[src/rtl/alu_ctrl_unit.sv]
// alu_ctrl_unit: two-stage control front-end for the ALU.
//   Stage 1 (S1) registers the decoded ALU operation (o_ctrl) and the branch
//   condition for an accepted instruction. Stage 2 (S2) samples the ALU flags
//   when S1 advances, resolves the branch and presents the result downstream.
// Ports:
//   i_clk, i_rst          clock, asynchronous active-high reset
//   i_valid / o_ready     upstream decode handshake (o_ready combinational)
//   i_opcode, i_funct3,
//   i_funct7b5            instruction fields to decode
//   o_ctrl                registered 4-bit ALU operation code (S1)
//   i_zero, i_negU        ALU flags, sampled only when S1 moves into S2
//   o_valid / i_res_ready downstream result handshake
//   o_is_branch, o_taken,
//   o_illegal             registered S2 result fields
module alu_ctrl_unit (
  input  logic       i_clk,
  input  logic       i_rst,
  input  logic       i_valid,
  output logic       o_ready,
  input  logic [6:0] i_opcode,
  input  logic [2:0] i_funct3,
  input  logic       i_funct7b5,
  output logic [3:0] o_ctrl,
  input  logic       i_zero,
  input  logic       i_negU,
  output logic       o_valid,
  input  logic       i_res_ready,
  output logic       o_is_branch,
  output logic       o_taken,
  output logic       o_illegal
);

  localparam int unsigned CTRL_W = 4;
  localparam int unsigned OPC_W  = 7;

  // ALU operation encodings
  localparam logic [CTRL_W-1:0] ALU_ADD  = 4'b0000;
  localparam logic [CTRL_W-1:0] ALU_SUB  = 4'b0001;
  localparam logic [CTRL_W-1:0] ALU_OR   = 4'b0010;
  localparam logic [CTRL_W-1:0] ALU_AND  = 4'b0011;
  localparam logic [CTRL_W-1:0] ALU_XOR  = 4'b0100;
  localparam logic [CTRL_W-1:0] ALU_SRA  = 4'b0101;
  localparam logic [CTRL_W-1:0] ALU_SRL  = 4'b0110;
  localparam logic [CTRL_W-1:0] ALU_SLL  = 4'b0111;
  localparam logic [CTRL_W-1:0] ALU_SLT  = 4'b1101;
  localparam logic [CTRL_W-1:0] ALU_SLTU = 4'b1110;

  // Instruction opcodes
  localparam logic [OPC_W-1:0] OP_R      = 7'b0110011;
  localparam logic [OPC_W-1:0] OP_I      = 7'b0010011;
  localparam logic [OPC_W-1:0] OP_LOAD   = 7'b0000011;
  localparam logic [OPC_W-1:0] OP_STORE  = 7'b0100011;
  localparam logic [OPC_W-1:0] OP_JAL    = 7'b1101111;
  localparam logic [OPC_W-1:0] OP_JALR   = 7'b1100111;
  localparam logic [OPC_W-1:0] OP_LUI    = 7'b0110111;
  localparam logic [OPC_W-1:0] OP_AUIPC  = 7'b0010111;
  localparam logic [OPC_W-1:0] OP_BRANCH = 7'b1100011;

  // Branch condition: bit 1 picks the flag (0 = zero, 1 = negU), bit 0 inverts it.
  typedef enum logic [1:0] {
    COND_Z  = 2'b00,
    COND_NZ = 2'b01,
    COND_N  = 2'b10,
    COND_NN = 2'b11
  } cond_e;

  typedef struct packed {
    logic [CTRL_W-1:0] ctrl;
    logic              is_branch;
    cond_e             cond;
    logic              illegal;
  } s1_info_t;

  s1_info_t dec_c;
  s1_info_t s1_q;
  logic     s1_valid;
  logic     s2_valid;
  logic     s2_adv_c;
  logic     s1_adv_c;
  logic     accept_c;
  logic     flag_c;
  logic     taken_c;

  // Instruction decode into ALU op, branch condition and legality
  always_comb begin
    dec_c.ctrl      = ALU_ADD;
    dec_c.is_branch = 1'b0;
    dec_c.cond      = COND_Z;
    dec_c.illegal   = 1'b0;
    case (i_opcode)
      OP_R, OP_I: begin
        case (i_funct3)
          3'b000: dec_c.ctrl = (i_opcode == OP_R && i_funct7b5) ? ALU_SUB : ALU_ADD;
          3'b001: begin
            dec_c.ctrl = ALU_SLL;
            // slli with bit 30 set has no defined meaning
            if (i_opcode == OP_I && i_funct7b5) begin
              dec_c.illegal = 1'b1;
            end
          end
          3'b010: dec_c.ctrl = ALU_SLT;
          3'b011: dec_c.ctrl = ALU_SLTU;
          3'b100: dec_c.ctrl = ALU_XOR;
          3'b101: dec_c.ctrl = i_funct7b5 ? ALU_SRA : ALU_SRL;
          3'b110: dec_c.ctrl = ALU_OR;
          3'b111: dec_c.ctrl = ALU_AND;
        endcase
      end
      OP_LOAD, OP_STORE, OP_JAL, OP_JALR, OP_LUI, OP_AUIPC: begin
        dec_c.ctrl = ALU_ADD;
      end
      OP_BRANCH: begin
        dec_c.is_branch = 1'b1;
        case (i_funct3)
          3'b000: begin dec_c.ctrl = ALU_SUB; dec_c.cond = COND_Z;  end
          3'b001: begin dec_c.ctrl = ALU_SUB; dec_c.cond = COND_NZ; end
          // signed compares run Slt: result 1 means less-than, so zero means not-less
          3'b100: begin dec_c.ctrl = ALU_SLT; dec_c.cond = COND_NZ; end
          3'b101: begin dec_c.ctrl = ALU_SLT; dec_c.cond = COND_Z;  end
          3'b110: begin dec_c.ctrl = ALU_SUB; dec_c.cond = COND_N;  end
          3'b111: begin dec_c.ctrl = ALU_SUB; dec_c.cond = COND_NN; end
          default: dec_c.illegal = 1'b1;
        endcase
      end
      default: dec_c.illegal = 1'b1;
    endcase
    // Illegal instructions still occupy a slot but drive a neutral ALU op
    if (dec_c.illegal) begin
      dec_c.ctrl      = ALU_ADD;
      dec_c.is_branch = 1'b0;
      dec_c.cond      = COND_Z;
    end
  end

  // Pipeline handshake
  always_comb begin
    s2_adv_c = !s2_valid || i_res_ready;
    s1_adv_c = s1_valid && s2_adv_c;
    o_ready  = !s1_valid || s2_adv_c;
    accept_c = i_valid && o_ready;
  end

  // Branch resolution from the flags of the instruction leaving S1
  always_comb begin
    flag_c  = s1_q.cond[1] ? i_negU : i_zero;
    taken_c = s1_q.is_branch && (flag_c ^ s1_q.cond[0]);
  end

  // Stage 1: decoded instruction, drives the ALU
  always_ff @(posedge i_clk or posedge i_rst) begin
    if (i_rst) begin
      s1_valid <= 1'b0;
      s1_q     <= '0;
    end else if (accept_c) begin
      s1_valid <= 1'b1;
      s1_q     <= dec_c;
    end else if (s1_adv_c) begin
      s1_valid <= 1'b0;
    end
  end

  // Stage 2: resolved result presented downstream
  always_ff @(posedge i_clk or posedge i_rst) begin
    if (i_rst) begin
      s2_valid    <= 1'b0;
      o_is_branch <= 1'b0;
      o_taken     <= 1'b0;
      o_illegal   <= 1'b0;
    end else if (s1_adv_c) begin
      s2_valid    <= 1'b1;
      o_is_branch <= s1_q.is_branch;
      o_taken     <= taken_c;
      o_illegal   <= s1_q.illegal;
    end else if (s2_valid && i_res_ready) begin
      s2_valid <= 1'b0;
    end
  end

  assign o_ctrl  = s1_q.ctrl;
  assign o_valid = s2_valid;

endmodule

[config.mk]
export PLATFORM = sky130hd
export DESIGN_NAME = alu_ctrl_unit
export DESIGN_NICKNAME = d
export VERILOG_FILES = /design/src/rtl/alu_ctrl_unit.sv
export SDC_FILE = /design/constraint.sdc
export NUM_CORES = 1
export LEC_CHECK = 0
export ABC_CLOCK_PERIOD_IN_PS = 2200
export CAP_MARGIN = 10
export CELL_PAD_IN_SITES_DETAIL_PLACEMENT = 1
export CELL_PAD_IN_SITES_GLOBAL_PLACEMENT = 1
export CORE_ASPECT_RATIO = 1.25
export CORE_MARGIN = 2
export CORE_UTILIZATION = 35
export DETAILED_ROUTE_END_ITERATION = 8
export PLACE_DENSITY_LB_ADDON = 0.1
export SLEW_MARGIN = 40
export SYNTH_ARGS = -nofsm -noshare
export SYNTH_HDL_FRONTEND = slang
export SYNTH_SLANG_ARGS = --single-unit
[constraint.sdc]
create_clock -name i_clk -period 2.2 [get_ports i_clk]
set_clock_uncertainty 0.2 [all_clocks]
set_input_delay 0.44 -clock i_clk [delete_from_list [all_inputs] [get_ports i_clk]]
set_output_delay 0.44 -clock i_clk [all_outputs]
set_load 0.01 [all_outputs]
==> impl_metrics.yaml <==
global_route:
  grt_pass1_wl_um: 2990
  antenna_found_initial: 0
  grt_pass1_vias: 744
  grt_overflow_total: 0
  grt_start_max_net_pins: 14
  grt_usage: 0.152
sta:
  min_period_over_period: 0.892
  final-setup-viol-count: 0
  fmaxAchievable_mhz: 510
  finalHoldViolCount: 0
  rsz0062_at_grt: "no"
  final.setup.tns_ns: 0
  slew_headroom: 0.677
  drv_slew: 0
  finalCriticalPeriod_ns: 1.96
  tightest_slew_ns: 0.484
  whs_ns: 0.287
  fin_ws_ns: 0.238
routing:
  drtIter0Drc: 1
  viasPerCell: 5.03
  first_pass_iters: 2
  routed_wirelength_um: 1810
  via_count: 745
  postRouteAntennaNets: 0
  routedWlPerCell_um: 12.2
  drc_errors: 0
yosys:
  synth_area_um2: 798
  syn_inst: 82
  yosysSeqAreaShare: 0.408
  avgSynthCellArea_um2: 9.73
  ys_warn_count: 0
  synthDistinctLibCells: 35
  synth_nets: 99
  synth_seq_cells: 13
setup_path:
  required_ns: 1.56
  worstSetupPathType: "in2out"
  cp_num_buf_inv: 2
  crit_fanout: 2
  cp_slowest_cell: "clkdlybuf4s50_1"
  critPathTopFamily: "buffers and inverters"
  startpoint_type: "input pin"
  path_cells: "clkdlybuf4s50_1 > nand3b_1 > dlygate4sd2_1"
  cpPeakStageDelay_ns: 0.41
  cp.arrival_ns: 1.32
  critPathCaptureType: "primary output"
layout:
  final_common_cell: "clkdlybuf4s50_1"
  nets: 135
  drive_gt1_frac: 0.205
  mostFrequentLayoutCells: "clkdlybuf4s50_1, dfrtp_1, nand2_1"
  diodes: 0
  instances_no_fill: 148
  areaGrowthSynthToFinish_pct: 44.5
placed_design:
  dp.final_hpwl_um: 1580
  port_buffers: 25
  dp_slack_ns: -0.0137
  place_congestion: 0.739
  placed_cells: 144
run_status:
  status: "completed"
power:
  vdd_ir_drop_max_mv: 0.221
  p_int_w: 0.000383
  clockPowerShare: 0.286
  seqPwrFrac: 0.483
  p_sw_frac: 0.257
  power_density_nw_per_um2: 446
  switchingPower_w: 0.000132
  comb_power_share: 0.231
  leakagePower_nw: 0.491
floorplan:
  coreArea_um2: 2190
  die_x_um: 46.7
  num_io_pins: 26
  num_rows: 19
  die_h_um: 57.4
  initial_core_util: 0.365
  dieArea_um2: 2680
min_path:
  worstHoldPathType: "in2async"
cts:
  numClockSinks: 13
  tritoncts: "built"
  numCtsBuffers: 3
  clk_latency_ns: 0.27
  clk_pin_slew_ns: 0.08
  clk_path_buf_depth: 2
  cts-root-buf: "clkbuf_4"
  cts_setup_buffers: 0
  htree_levels: 1
flow_run:
  maxCapViolations: 0
## worst register-to-register path, cell delays in order (launching register included)
cell and delay, ns:
dfrtp_1 0.37, nand3b_1 0.10, buf_4 0.16, nand3_1 0.12
nor3_1 0.06, buf_4 0.13, a32o_1 0.26
## state kept, by name, indices dropped and copies added, names as in the netlist
name,flops
o_illegal,1
o_ctrl,4
o_taken,1
s1_valid,1
o_is_branch,1
o_valid,1
s1_q,4
## final cells by class
class	count	area [um2]
fill	269	1030
clock buffer	4	26.3
multi-input combinational	60	417
tap	31	38.8
sequential	13	325
inverter	4	15.0
timing repair buffer	36	332
## kinds of logic after synthesis
family | share of synthesized area
xor+xnor | 0.0219
simple gates | 0.266
flops | 0.408
compound gates | 0.193
buf+inv | 0.0705
mux | 0.0408
## path summary, 6_finish.rpt
check                      depth (start not counted)   endpoint  slack [ns]         from
setup reg to reg                                   6    s1_q[2]        0.69      o_valid
hold / removal                                     2    s1_q[0]        0.29        i_rst
setup / recovery                                   3    o_ready        0.24  i_res_ready
max in group asynchronous                          2  o_ctrl[0]        1.18        i_rst
hold reg to reg                                    2  o_ctrl[1]        0.29    o_ctrl[1]
min in group i_clk                                 2  o_ctrl[1]        0.29    o_ctrl[1]
## stage by stage
stage          power [W]   util  cell area (um2)
2_1_floorplan   0.000304      -              798
3_3_place_gp    0.000372  0.516             1130
3_5_place_dp    0.000376  0.516             1130
4_1_cts         0.000520  0.527             1150
5_1_grt         0.000541  0.527             1150
6_report        0.000515  0.527             1150
## routing by layer
layer,GRT usage,routed length (um)
met5,0,0
met1,0.162,719
met2,0.286,986
met3,0.00949,67
met4,0.0714,38
## power groups by stage
stage | clock network (W) | registers [W] | logic [W]
final | 0.000147 | 0.000249 | 0.000119
after global routing | 0.000161 | 0.000249 | 0.000131
after CTS | 0.000150 | 0.000249 | 0.000121
after detailed placement | 0 | 0.000254 | 0.000122
after global placement | 0 | 0.000253 | 0.000118
after floorplan | 0 | 0.000255 | 0.0000489
## synthesized netlist by cell type
library cell  count  area (um2)
buf_4             4        30.0
a21oi_1           1        5.00
a22oi_1           1        7.51
mux2_2            2        22.5
a22o_1            1        8.76
nand2_2           1        6.26
o2111ai_1         1        8.76
a21o_1            2        15.0
dfrtp_1          13         325
nor2b_4           1        13.8
a211o_1           2        17.5
and4bb_2          1        12.5
inv_1             4        15.0
xnor2_1           2        17.5
o31a_1            1        8.76
a211oi_1          1        7.51
a31oi_1           2        12.5
nand2b_1          4        25.0
buf_6             1        11.3
o21ai_0           4        20.0
nand2_1          12        45.0
and4_1            1        8.76
or2b_2            1        8.76
nor4b_4           1        23.8
mux2i_1           1        10.0
nor3_1            1        5.00
nand3_1           1        5.00
or2b_1            1        7.51
nor2_1            4        15.0
o31ai_1           3        22.5
nor2b_1           1        6.26
a22o_2            1        10.0
nand3b_1          2        15.0
a32o_1            1        10.0
and2_2            2        15.0
## timing repair
item / in CTS / in global routing
hold buffers: 0 / 0
gates resized for setup: 1 / 0
endpoints found under the setup margin: 1 / 0
Power figures use the tool's default switching activity.
